### src/rtl/score_keeper.sv
`default_nettype none
// ============================================================================
// Module   : score_keeper
// Brief    : Game scoreboard. Tracks the BCD score with saturation, lives, an
//            invulnerability window after a player hit, a one-shot bonus
//            life, sticky game-over and a session high score. All outputs
//            are registered so the HUD renderer can read them directly.
// Revision : 1.0 - initial release
// ============================================================================
module score_keeper #(
    parameter int DIGITS        = 4,
    parameter int LIFE_W        = 3,
    parameter int START_LIVES   = 3,
    parameter int MAX_LIVES     = 5,
    parameter int POINTS0       = 10,
    parameter int POINTS1       = 20,
    parameter int POINTS2       = 30,
    parameter int POINTS3       = 50,
    parameter int BONUS_BCD     = 'h1500,
    parameter int INVULN_FRAMES = 60
) (
    input  logic                  clk,
    input  logic                  rst,
    input  logic                  new_game,
    input  logic                  frame_tick,
    input  logic                  invader_collision,
    input  logic [1:0]            invader_type,
    input  logic                  player_collision,
    output logic [4*DIGITS-1:0]   score,
    output logic [4*DIGITS-1:0]   hi_score,
    output logic [LIFE_W-1:0]     lives,
    output logic                  game_over,
    output logic                  invuln,
    output logic                  bonus_pulse
);

    localparam int c_score_w = 4 * DIGITS;
    // The window counter must hold INVULN_FRAMES; keep at least one bit so
    // the design still elaborates when the window is disabled.
    localparam int c_cnt_w   = (INVULN_FRAMES < 2) ? 1 : $clog2(INVULN_FRAMES + 1);

    // Binary points (0..99) to a two-digit BCD byte, evaluated at elaboration.
    function automatic logic [7:0] to_bcd8(input int v);
        to_bcd8 = {4'(v / 10), 4'(v % 10)};
    endfunction

    localparam logic [7:0]           c_pts0        = to_bcd8(POINTS0);
    localparam logic [7:0]           c_pts1        = to_bcd8(POINTS1);
    localparam logic [7:0]           c_pts2        = to_bcd8(POINTS2);
    localparam logic [7:0]           c_pts3        = to_bcd8(POINTS3);
    localparam logic [c_score_w-1:0] c_bonus       = c_score_w'(BONUS_BCD);
    localparam logic                 c_bonus_en    = (BONUS_BCD != 0);
    localparam logic                 c_inv_en      = (INVULN_FRAMES != 0);
    localparam logic [c_cnt_w-1:0]   c_inv_frames  = c_cnt_w'(INVULN_FRAMES);
    localparam logic [LIFE_W-1:0]    c_start_lives = LIFE_W'(START_LIVES);
    localparam logic [LIFE_W-1:0]    c_max_lives   = LIFE_W'(MAX_LIVES);
    localparam logic [c_score_w-1:0] c_all_nines   = {DIGITS{4'h9}};

    logic [c_score_w-1:0] r_score;
    logic [c_score_w-1:0] r_hi_score;
    logic [LIFE_W-1:0]    r_lives;
    logic                 r_game_over;
    logic                 r_invuln;
    logic [c_cnt_w-1:0]   r_inv_cnt;
    logic                 r_bonus_given;
    logic                 r_bonus_pulse;

    logic [7:0]           w_pts;
    logic [c_score_w-1:0] w_addend;
    logic [c_score_w-1:0] w_sum;
    logic                 w_ovf;
    logic                 w_inv_hit;
    logic                 w_hit_acc;
    logic [c_score_w-1:0] w_score_next;
    logic                 w_bonus_cross;
    logic                 w_bonus_add;
    logic [LIFE_W-1:0]    w_lives_after_hit;
    logic [LIFE_W-1:0]    w_lives_next;

    // Look up the BCD value of the invader that was hit.
    always_comb begin
        w_pts = c_pts0;
        case (invader_type)
            2'd0:    w_pts = c_pts0;
            2'd1:    w_pts = c_pts1;
            2'd2:    w_pts = c_pts2;
            default: w_pts = c_pts3;
        endcase
    end

    // BCD ripple adder: each digit is corrected back into 0..9 with a carry
    // into the next; a carry out of the top digit means overflow.
    always_comb begin
        logic [4:0] dig;
        logic       carry;
        w_addend      = '0;
        w_addend[7:0] = w_pts;
        w_sum         = '0;
        carry         = 1'b0;
        dig           = '0;
        for (int i = 0; i < DIGITS; i++) begin
            dig = {1'b0, r_score[4*i +: 4]} + {1'b0, w_addend[4*i +: 4]} + {4'b0, carry};
            if (dig > 5'd9) begin
                w_sum[4*i +: 4] = 4'(dig - 5'd10);
                carry           = 1'b1;
            end else begin
                w_sum[4*i +: 4] = dig[3:0];
                carry           = 1'b0;
            end
        end
        w_ovf = carry;
    end

    // Event qualification: nothing counts once the game is over, and a
    // player hit only counts outside the window with lives remaining.
    assign w_inv_hit    = invader_collision & ~r_game_over;
    assign w_hit_acc    = player_collision & ~r_game_over & ~r_invuln & (r_lives != '0);
    assign w_score_next = w_inv_hit ? (w_ovf ? c_all_nines : w_sum) : r_score;

    // BCD compares correctly as unsigned binary, so the threshold crossing is
    // a plain magnitude test.
    assign w_bonus_cross = w_inv_hit & c_bonus_en & ~r_bonus_given &
                           (r_score < c_bonus) & (c_bonus <= w_score_next);

    // The hit is taken first; the bonus adds a life only while that stays
    // below the ceiling, so a same-cycle hit and bonus cancel.
    assign w_lives_after_hit = r_lives - LIFE_W'(w_hit_acc);
    assign w_bonus_add       = w_bonus_cross & (w_lives_after_hit < c_max_lives);
    assign w_lives_next      = w_lives_after_hit + LIFE_W'(w_bonus_add);

    // Scoreboard state: reset, restart, then per-cycle event updates.
    always_ff @(posedge clk or posedge rst) begin
        if (rst) begin
            r_score       <= '0;
            r_hi_score    <= '0;
            r_lives       <= c_start_lives;
            r_game_over   <= 1'b0;
            r_invuln      <= 1'b0;
            r_inv_cnt     <= '0;
            r_bonus_given <= 1'b0;
            r_bonus_pulse <= 1'b0;
        end else if (new_game) begin
            r_score       <= '0;
            r_lives       <= c_start_lives;
            r_game_over   <= 1'b0;
            r_invuln      <= 1'b0;
            r_inv_cnt     <= '0;
            r_bonus_given <= 1'b0;
            r_bonus_pulse <= 1'b0;
        end else begin
            r_bonus_pulse <= 1'b0;
            if (!r_game_over) begin
                r_score       <= w_score_next;
                r_lives       <= w_lives_next;
                r_bonus_pulse <= w_bonus_add;
                if (w_bonus_cross) begin
                    r_bonus_given <= 1'b1;
                end
                if (w_hit_acc && (w_lives_next == '0)) begin
                    r_game_over <= 1'b1;
                    if (w_score_next > r_hi_score) begin
                        r_hi_score <= w_score_next;
                    end
                end else if (w_hit_acc && c_inv_en) begin
                    // A frame_tick in this same cycle is deliberately not counted.
                    r_invuln  <= 1'b1;
                    r_inv_cnt <= c_inv_frames;
                end else if (r_invuln && frame_tick) begin
                    r_inv_cnt <= r_inv_cnt - 1'b1;
                    if (r_inv_cnt == c_cnt_w'(1)) begin
                        r_invuln <= 1'b0;
                    end
                end
            end
        end
    end

    assign score       = r_score;
    assign hi_score    = r_hi_score;
    assign lives       = r_lives;
    assign game_over   = r_game_over;
    assign invuln      = r_invuln;
    assign bonus_pulse = r_bonus_pulse;

endmodule
`default_nettype wire

### config.mk
export PLATFORM = sky130hd
export DESIGN_NAME = score_keeper
export DESIGN_NICKNAME = d
export VERILOG_FILES = /design/src/rtl/score_keeper.sv
export SDC_FILE = /design/constraint.sdc
export NUM_CORES = 1
export LEC_CHECK = 0
export CAP_MARGIN = 15
export CELL_PAD_IN_SITES_DETAIL_PLACEMENT = 1
export CELL_PAD_IN_SITES_GLOBAL_PLACEMENT = 1
export CORE_ASPECT_RATIO = 1.2
export CORE_MARGIN = 2
export CORE_UTILIZATION = 46
export DETAILED_ROUTE_END_ITERATION = 12
export PLACE_DENSITY_LB_ADDON = 0.1
export REMOVE_ABC_BUFFERS = 1
export SKIP_LAST_GASP = 1
export SLEW_MARGIN = 10
export SYNTH_ARGS = -nofsm -noshare
export SYNTH_HDL_FRONTEND = slang
export SYNTH_SLANG_ARGS = --single-unit
### constraint.sdc
create_clock -name clk -period 17.7 [get_ports clk]
set_clock_uncertainty 0.05 [all_clocks]
set_input_delay 3.54 -clock clk [delete_from_list [all_inputs] [get_ports clk]]
set_output_delay 3.54 -clock clk [all_outputs]
set_load 0.01 [all_outputs]
==> results of run 1 <==
[critical path: cells and delay by family]
family                   cells  cell delay (ns)
adder cells (fa/ha/maj)      8             2.67
AO/OA/AOI/OAI               10             2.58
buffers and inverters        4             0.86
AND/OR/NAND/NOR              5             0.82
multiplexers                 1             0.40
[worst min-delay path by stage]
stage                               end  slack, ns
after global routing      r_bonus_given       0.51
final                     r_bonus_given       0.49
after floorplan           r_bonus_given       0.42
after CTS                 r_bonus_given       0.49
after global placement    r_bonus_given       0.46
after detailed placement  r_bonus_given       0.46
[metal layers]
metal	track usage, %	vias up	share of wire (%)
li1	-	1389	-
met1	29.9	1396	44
met2	42.2	33	53
met3	2.96	7	1.8
met4	5.64	0	1.0
met5	0	-	0
[power groups by stage]
stage / clock [mW] / combinational (mW) / sequential, mW
6_report: 0.0646 / 0.117 / 0.128
5_1_grt: 0.0715 / 0.132 / 0.130
4_1_cts: 0.0675 / 0.118 / 0.128
3_5_place_dp: 0 / 0.118 / 0.130
3_3_place_gp: 0 / 0.114 / 0.129
2_1_floorplan: 0 / 0.0750 / 0.130
[cell type report]
cell class,instances,area [um^2]
Timing Repair Buffer,49,480
Multi-Input combinational cell,271,2020
Fill cell,857,3220
Tap cell,90,113
Sequential cell,45,1130
Clock buffer,7,86.3
Inverter,36,135
[metrics by stage]
stage	instances	hold slack, ns	util [%]
after floorplan	352	0.421	-
after global placement	491	0.456	54.0
after detailed placement	491	0.464	54.0
after CTS	498	0.488	55.2
after global routing	498	0.507	55.2
final	498	0.486	55.2
[sequential cells by signal, indices dropped and copies added (netlist names)]
name,flops
invuln,1
game_over,1
bonus_pulse,1
r_inv_cnt,6
r_bonus_given,1
score,16
hi_score,16
lives,3
[cells by family after synthesis]
group | share of synthesized area (%)
flip-flops | 33.5
AND/OR/NAND/NOR | 19.9
XOR/XNOR | 1.97
buffers and inverters | 6.53
AO/OA/AOI/OAI | 16.6
adder cells (fa/ha/maj) | 13.8
multiplexers | 7.68
[placed cells by master, fill, tap and decap left out, types with 2 or more instances in the layout]
| cell type | count |
|---|---|
| ha_1 | 34 |
| and3_1 | 3 |
| nand2b_1 | 6 |
| dfstp_2 | 2 |
| a211oi_1 | 6 |
| nand3_1 | 9 |
| mux2_2 | 5 |
| a221oi_1 | 3 |
| a21o_1 | 3 |
| nand2_1 | 25 |
| clkbuf_8 | 6 |
| o211ai_1 | 6 |
| buf_4 | 4 |
| xnor2_1 | 5 |
| nor2b_1 | 16 |
| clkdlybuf4s50_1 | 45 |
| o21a_1 | 3 |
| a211o_1 | 3 |
| nand4_1 | 8 |
| and2_1 | 2 |
| or3_1 | 5 |
| nor3_1 | 10 |
| nor2_1 | 29 |
| mux2_4 | 8 |
| nor4_1 | 6 |
| a21oi_1 | 18 |
| mux2i_1 | 6 |
| dfrtp_1 | 43 |
| fa_1 | 2 |
| or2_2 | 2 |
| o21ai_0 | 15 |
| mux2_1 | 2 |
| inv_1 | 35 |
| a31oi_1 | 5 |
==> reports/qor.yml, run 1 <==
critPathCapture: "hi_score[10]"
worst_skew_pair.late_latency_ns: 0.30
ys_ff_latch: 45
initial_core_util_pct: 46.9
clk_pin_slew_ns: 0.08
place_congestion: 0.778
place_hpwl_mm: 6.52
synth.most_common_cell: "dfrtp_1"
finalSetupViolCount: 0
drc: 0
postPlaceCellArea_um2: 3880
yosysSeqAreaShare_pct: 33.5
cts_sinks: 45
rr_worst_depth: 31
num_vias: 2825
async_flop_share_pct: 100
synth_ff_type: "dfrtp_1"
period_needed_ns: 10.75
fp-row-count: 34
antenna_left: 0
grt_max_degree: 46
critical_path_class: "in -> reg"
postCtsSetupBuffers: 0
core_um2: 7190
cts_tree: "done"
tightestPinTransition_ns: 0.710
synth_top_area_share_pct: 31.9
crit_required_ns: 17.83
ctsHoldBuffers: 0
fin_setup_tns_ns: 0
slowest_stage: "o211ai_4"
finalHoldViolCount: 0
pwr-share-seq_pct: 41.3
io_pins: 46
clockBufferDepth: 2
critPathLaunch: "invader_type[0]"
synth_common_cells: "dfrtp_1, inv_1, ha_1"
wl_per_cell_um: 17.3
power_leakage_nw: 1.80
drtIter0Drc: 92
wl_mm: 8.60
arrival_ns: 10.88
yosysWarnings: 0
cts-root-buf: "clkbuf_8"
ir_drop_mv: 0.0590
firstDrtPassIters: 4
port_buffers: 45
vias_per_cell: 5.67
powerDensity_nw_per_um2: 78.0
r2r-start: "score[1]"
die-area_um2: 8030
comb_power_share_pct: 37.9
max_freq_mhz: 93.0
whs_path_depth: 2
syn2layout_area_growth_pct: 17.6
slowest_delay_ns: 0.60
p_total_mw: 0.309
syn_avg_cell_area_um2: 9.09
synth_top_cell_by_area: "dfrtp_1"
netlist_instances: 371
status: "finished, final reports clean"
rsz0062_at_grt: "false"
cts_made_buffers: 5
drive_gt1_share_pct: 7.60
overflow: 0
antennaDiodeCount: 0
slew_violations: 0
r2r_setup_slack_ns: 9.75
finish.instance_area_um2: 3970
worstSetupEndpointType: "flop"
netSwitchingFraction_pct: 34.8
antenna_found_initial: 0
hold_path.class: "reg -> reg"
yosysUniqueCellTypes: 60
reg2reg_to: "hi_score[10]"
grt_pass1_wl_mm: 14.8
power.switching_mw: 0.108
fp.dieH_um: 97.8
startpoint_type: "input pin"
grt_pass1_vias: 3114
synth.area.top_cells: "dfrtp_1, ha_1, inv_1"
hold_start: "r_bonus_given"
clkPwrFrac_pct: 20.9
grt_usage_pct: 23.7
post_cts_resized: 0
cap_violations: 0
crit_fanout: 16
cp_common_cell: "ha_1"
synth_edf_count: 0
die_w_um: 82.1
place_ws_ns: 6.61
syn_area_um2: 3370
setup_slack_ns: 6.95
maxSlewHeadroom_pct: 52.4
finalCritPeriodShare_pct: 60.8
internal_power_mw: 0.202
layout.nets: 452
cts_max_level: 2
(Power assumes the default switching activity.)
==> run 2, diff against run 1 <==
--- a/config.mk
+++ b/config.mk
@@ -10,7 +10,7 @@
 export CELL_PAD_IN_SITES_GLOBAL_PLACEMENT = 1
 export CORE_ASPECT_RATIO = 1.2
 export CORE_MARGIN = 2
-export CORE_UTILIZATION = 46
+export CORE_UTILIZATION = 38
 export DETAILED_ROUTE_END_ITERATION = 12
 export PLACE_DENSITY_LB_ADDON = 0.1
 export REMOVE_ABC_BUFFERS = 1
==> constraint.sdc (replaced) <==
create_clock -name clk -period 9.8 [get_ports clk]
set_clock_uncertainty 0.05 [all_clocks]
set_input_delay 1.96 -clock clk [delete_from_list [all_inputs] [get_ports clk]]
set_output_delay 1.96 -clock clk [all_outputs]
set_load 0.01 [all_outputs]
==> reports/qor.yml, run 2 (synthesis gave the netlist of run 1 again) <==
power_leakage_nw: 1.82  # was 1.80 nW
period_needed_ns: 9.16
pwr-share-seq_pct: 40.5  # was 41.3%
holdWs_ns: 0.467  # was 0.486 ns
syn2layout_area_growth_pct: 19.3  # was 17.6%
vias_per_cell: 5.34  # was 5.67
clkPwrFrac_pct: 22.6  # was 20.9%
layout.nets: 453  # was 452
powerDensity_nw_per_um2: 142  # was 78.0 nW/um^2
core_um2: 8610  # was 7190 um^2
startpoint_type: "input pin"  # unchanged
layout_commonest_cell: "clkdlybuf4s50_1"  # unchanged
initial_core_util_pct: 39.1  # was 46.9%
die-area_um2: 9640  # was 8030 um^2
antennaDiodeCount: 0  # unchanged
wl_per_cell_um: 15.9  # was 17.3 um
final_cell_mix: "clkdlybuf4s50_1, dfrtp_1, inv_1"  # unchanged
antenna_found_initial: 0  # unchanged
cp.buffers_inverters: 5  # was 4
cts_made_buffers: 5  # unchanged
hold_path.class: "reg -> reg"  # unchanged
cts_sinks: 45  # unchanged
place_hpwl_mm: 6.45  # was 6.52 mm
antenna_left: 0  # unchanged
ir_drop_mv: 0.0968  # was 0.0590 mV
cp_top_family: "adder cells"  # unchanged
cp_common_cell: "ha_1"  # unchanged
drt-met1-wl_mm: 3.85  # was 3.81 mm
slowest_stage: "fa_1"  # was o211ai_4
grt_pass1_wl_mm: 14.6  # was 14.8 mm
power.switching_mw: 0.199  # was 0.108 mW
fp.dieH_um: 107  # was 97.8 um
grt_pass1_vias: 2929  # was 3114
netSwitchingFraction_pct: 34.9  # was 34.8%
worst_skew_pair.late_latency_ns: 0.30  # about the same
placedCellCount: 519  # was 491
maxSlewHeadroom_pct: 35.6  # was 52.4%
max_freq_mhz: 109
crit_fanout: 11  # was 16
cts_tree: "done"  # unchanged
num_vias: 2815  # was 2825
slew_violations: 0  # unchanged
ctsHoldBuffers: 0  # unchanged
slowest_delay_ns: 0.65  # was 0.60 ns
post_cts_resized: 0  # unchanged
comb_power_share_pct: 36.9  # was 37.9%
port_buffers: 45  # unchanged
finish.utilization_pct: 46.7  # was 55.2%
cts_max_level: 2  # unchanged
wl_met3_um: 163  # was 155 um
clockBufferDepth: 2  # unchanged
io_pins: 46  # unchanged
fin_setup_tns_ns: 0  # unchanged
drtIter0Drc: 64  # was 92
wl_met2_mm: 4.30  # was 4.55 mm
stdcell_count: 527  # was 498
tightestPinTransition_ns: 0.964  # was 0.710 ns
grt_max_degree: 46  # unchanged
p_total_mw: 0.570  # was 0.309 mW
cts-root-buf: "clkbuf_8"  # unchanged
grt_usage_pct: 18.5  # was 23.7%
drive_gt1_share_pct: 8.54  # was 7.60%
place_congestion: 0.794  # was 0.778
die_w_um: 90.0  # was 82.1 um
worstSetupEndpointType: "flop"  # unchanged
finalSetupViolCount: 0  # unchanged
finalHoldViolCount: 0  # unchanged
wl_mm: 8.36  # was 8.60 mm
overflow: 0  # unchanged
clk_pin_slew_ns: 0.09  # was 0.08 ns
drc: 0  # unchanged
cap_violations: 0  # unchanged
status: "finished, final reports clean"  # unchanged
rsz0062_at_grt: "false"  # unchanged
top_layer: "met4"  # unchanged
arrival_ns: 9.30  # was 10.88 ns
postCtsSetupBuffers: 0  # unchanged
internal_power_mw: 0.371  # was 0.202 mW
finalCritPeriodShare_pct: 93.5
crit_required_ns: 9.95  # was 17.83 ns
firstDrtPassIters: 4  # unchanged
critical_path_class: "in -> reg"  # unchanged
fp-row-count: 37  # was 34
run 2: metrics by stage:
step / setup WS (ns) / instance area [um^2]
finish: 0.642 / 4020
global placement: 0.537 / 3920
global route: 0.0622 / 4020
detailed placement: 0.289 / 3920
floorplan: 1.21 / 3290
CTS: 0.588 / 4020
run 2: layer usage:
metal | up-vias | track usage [%]
li1 | 1386 | -
met1 | 1387 | 24.3
met2 | 37 | 32.6
met3 | 5 | 2.60
met4 | 0 | 4.40
met5 | - | 0
run 2: tightest hold or removal path, stage by stage, from the launching register on:
cell      delay [ns]
dfrtp_1         0.35
nand2b_1        0.06
nand3_1         0.07
run 2: area by class of cell:
| type | count | area (um^2) |
|---|---|---|
| fillers | 1031 | 4590 |
| multi-input cells | 271 | 2020 |
| flip-flops and latches | 45 | 1130 |
| repair buffers | 50 | 488 |
| well taps | 117 | 146 |
| inverters | 36 | 135 |
| clock buffers | 7 | 96.3 |
| clock inverters | 1 | 5.00 |
run 2: final timing paths:
check                      slack, ns  depth (start not counted)             from             to
setup / recovery                0.64                         29  invader_type[0]    hi_score[8]
hold / removal                  0.47                          2    r_bonus_given  r_bonus_given
setup reg to reg                1.84                         32         score[1]    hi_score[8]
hold reg to reg                 0.47                          2    r_bonus_given  r_bonus_given
max in group asynchronous       6.96                          2              rst       score[0]
min in group asynchronous       2.13                          2              rst    hi_score[1]
run 2: power groups by stage:
stage               registers [mW]  clock network (mW)  logic, mW
global placement             0.234                   0      0.207
global route                 0.235               0.138      0.238
detailed placement           0.234                   0      0.213
floorplan                    0.235                   0      0.135
CTS                          0.231               0.134      0.213
finish                       0.231               0.129      0.211
==> run 3, diff against run 2 <==
--- a/config.mk
+++ b/config.mk
@@ -8,11 +8,11 @@
 export CAP_MARGIN = 15
 export CELL_PAD_IN_SITES_DETAIL_PLACEMENT = 1
 export CELL_PAD_IN_SITES_GLOBAL_PLACEMENT = 1
-export CORE_ASPECT_RATIO = 1.2
+export CORE_ASPECT_RATIO = 0.6
 export CORE_MARGIN = 2
 export CORE_UTILIZATION = 38
 export DETAILED_ROUTE_END_ITERATION = 12
-export PLACE_DENSITY_LB_ADDON = 0.1
+export PLACE_DENSITY_LB_ADDON = 0.12
 export REMOVE_ABC_BUFFERS = 1
 export SKIP_LAST_GASP = 1
 export SLEW_MARGIN = 10
==> reports/qor.yml, run 3 (synthesis gave the netlist of run 1 again) <==
tightestPinTransition_ns: 1.01  # was 0.964 ns
placedCellCount: 514  # was 519
grt_max_degree: 46  # unchanged
power_leakage_nw: 1.86  # was 1.82 nW
crit_required_ns: 9.93  # was 9.95 ns
r2r-start: "score[1]"  # unchanged
power.switching_mw: 0.221  # was 0.199 mW
clkPwrFrac_pct: 30.6  # was 22.6%
wl_mm: 9.43  # was 8.36 mm
num_vias: 2896  # was 2815
syn2layout_area_growth_pct: 22.0  # was 19.3%
min_to: "r_bonus_given"  # unchanged
hold_start: "r_bonus_given"  # unchanged
internal_power_mw: 0.432  # was 0.371 mW
slowest_delay_ns: 0.66  # was 0.65 ns
ctsHoldBuffers: 0  # unchanged
rr_worst_depth: 31  # was 32
maxSlewHeadroom_pct: 32.4  # was 35.6%
die_w_um: 126  # was 90.0 um
max_freq_mhz: 109  # about the same
hold_path.class: "reg -> reg"  # unchanged
ir_drop_mv: 0.0809  # was 0.0968 mV
fin_setup_tns_ns: 0  # unchanged
critical_path_class: "in -> reg"  # unchanged
firstDrtPassIters: 4  # unchanged
fp.dieH_um: 77.0  # was 107 um
stdcell_count: 526  # was 527
powerDensity_nw_per_um2: 159  # was 142 nW/um^2
drive_gt1_share_pct: 9.18  # was 8.54%
worst_skew_pair.late_latency_ns: 0.30  # about the same
fp-row-count: 26  # was 37
clockBufferDepth: 2  # unchanged
worstSetupEndpointType: "flop"  # unchanged
drtIter0Drc: 108  # was 64
slowest_stage: "fa_1"  # unchanged
cp.buffers_inverters: 3  # was 5
holdWs_ns: 0.470  # was 0.467 ns
status: "finished, final reports clean"  # unchanged
antenna_found_initial: 0  # unchanged
whs_path_depth: 2  # unchanged
place_ws_ns: 0.284  # was 0.289 ns
crit_fanout: 10  # was 11
grt_pass1_wl_mm: 16.1  # was 14.6 mm
netSwitchingFraction_pct: 33.8  # was 34.9%
comb_power_share_pct: 33.9  # was 36.9%
finalSetupViolCount: 0  # unchanged
grt_pass1_vias: 3052  # was 2929
core_um2: 8560  # was 8610 um^2
port_buffers: 45  # unchanged
vias_per_cell: 5.51  # was 5.34
die-area_um2: 9660  # was 9640 um^2
rsz0062_at_grt: "false"  # unchanged
cts_made_buffers: 5  # unchanged
postPlaceCellArea_um2: 3910  # was 3920 um^2
cts_sinks: 45  # unchanged
cp_top_family: "adder cells"  # unchanged
period_needed_ns: 9.16  # about the same
grt_usage_pct: 21.0  # was 18.5%
cts-root-buf: "clkbuf_16"  # was clkbuf_8
antennaDiodeCount: 0  # unchanged
r2r_setup_slack_ns: 1.80  # was 1.84 ns
drc: 0  # unchanged
overflow: 0  # unchanged
final_cell_mix: "clkdlybuf4s50_1, dfrtp_1, inv_1"  # unchanged
io_pins: 46  # unchanged
slew_violations: 0  # unchanged
cts_max_level: 2  # unchanged
pwr-share-seq_pct: 35.6  # was 40.5%
initial_core_util_pct: 39.4  # was 39.1%
cp_common_cell: "ha_1"  # unchanged
clk_pin_slew_ns: 0.06  # was 0.09 ns
cts_tree: "done"  # unchanged
n_fill_cell: 992  # was 1031
setup_slack_ns: 0.637  # was 0.642 ns
startpoint_type: "input pin"  # unchanged
wl_per_cell_um: 17.9  # was 15.9 um
finish.utilization_pct: 48.1  # was 46.7%
antenna_left: 0  # unchanged
finalCritPeriodShare_pct: 93.5  # about the same
cap_violations: 0  # unchanged
layout_commonest_cell: "clkdlybuf4s50_1"  # unchanged
finish.instance_area_um2: 4110  # was 4020 um^2
place_congestion: 0.882  # was 0.794
layout.nets: 457  # was 453
reg2reg_to: "hi_score[2]"  # was hi_score[8]
place_hpwl_mm: 6.91  # was 6.45 mm
p_total_mw: 0.652  # was 0.570 mW
finalHoldViolCount: 0  # unchanged
path_depth: 28  # was 29
arrival_ns: 9.29  # was 9.30 ns
[run 3: changes by cell type in the layout (fill, tap and decap cells not counted)]
cell / previous run / this run
buf_4: 5 / 9
clkinv_2: 1 / 0
clkbuf_1: 0 / 1
clkinv_4: 0 / 1
bufinv_16: 0 / 1
clkbuf_8: 7 / 0
clkbuf_16: 0 / 5
[run 3: power groups by stage]
stage | Clock [mW] | Sequential [mW] | Combinational (mW)
CTS | 0.203 | 0.232 | 0.221
global route | 0.213 | 0.236 | 0.247
finish | 0.199 | 0.232 | 0.221
detailed placement | 0 | 0.234 | 0.217
global placement | 0 | 0.234 | 0.213
floorplan | 0 | 0.235 | 0.135
[run 3: how the worst max path moves through the flow]
stage	start	to	slack [ns]
after CTS	invader_type[0]	hi_score[4]	0.51
after detailed placement	invader_type[0]	hi_score[1]	0.28
after global placement	invader_type[0]	hi_score[7]	0.51
after global routing	invader_type[1]	hi_score[2]	0.15
after floorplan	invader_type[1]	hi_score[10]	1.21
final	invader_type[0]	hi_score[2]	0.64
[run 3: cell type report]
type,instances,area [um^2],share of cell area [%]
Clock buffer,6,129,3.13
Clock inverter,2,38.8,0.943
Inverter,36,135,3.29
Multi-Input combinational cell,271,2020,49.2
Sequential cell,45,1130,27.4
Tap cell,112,140,3.41
Timing Repair Buffer,54,518,12.6
[run 3: worst reg2reg max path, delay by kind of cell (launching register included)]
kind,cells,cell delay [ns]
DFF,1,0.41
adders and majority gates,9,3.16
AOI/OAI and AO/OA,12,2.76
muxes,1,0.32
and+or+nand+nor,6,0.74
buffers and inverters,3,0.43
[run 3: repair_timing]
action	in CTS	in global routing
endpoints found under the setup margin	0	3
buffers inserted	0	4
gates resized for setup	0	0
[run 3: routing by layer]
layer  wire length [um]  track usage [%]
met4                 96             5.22
met3                356             4.68
met1               5120             30.5
met2               3850             31.5
met5                  0                0
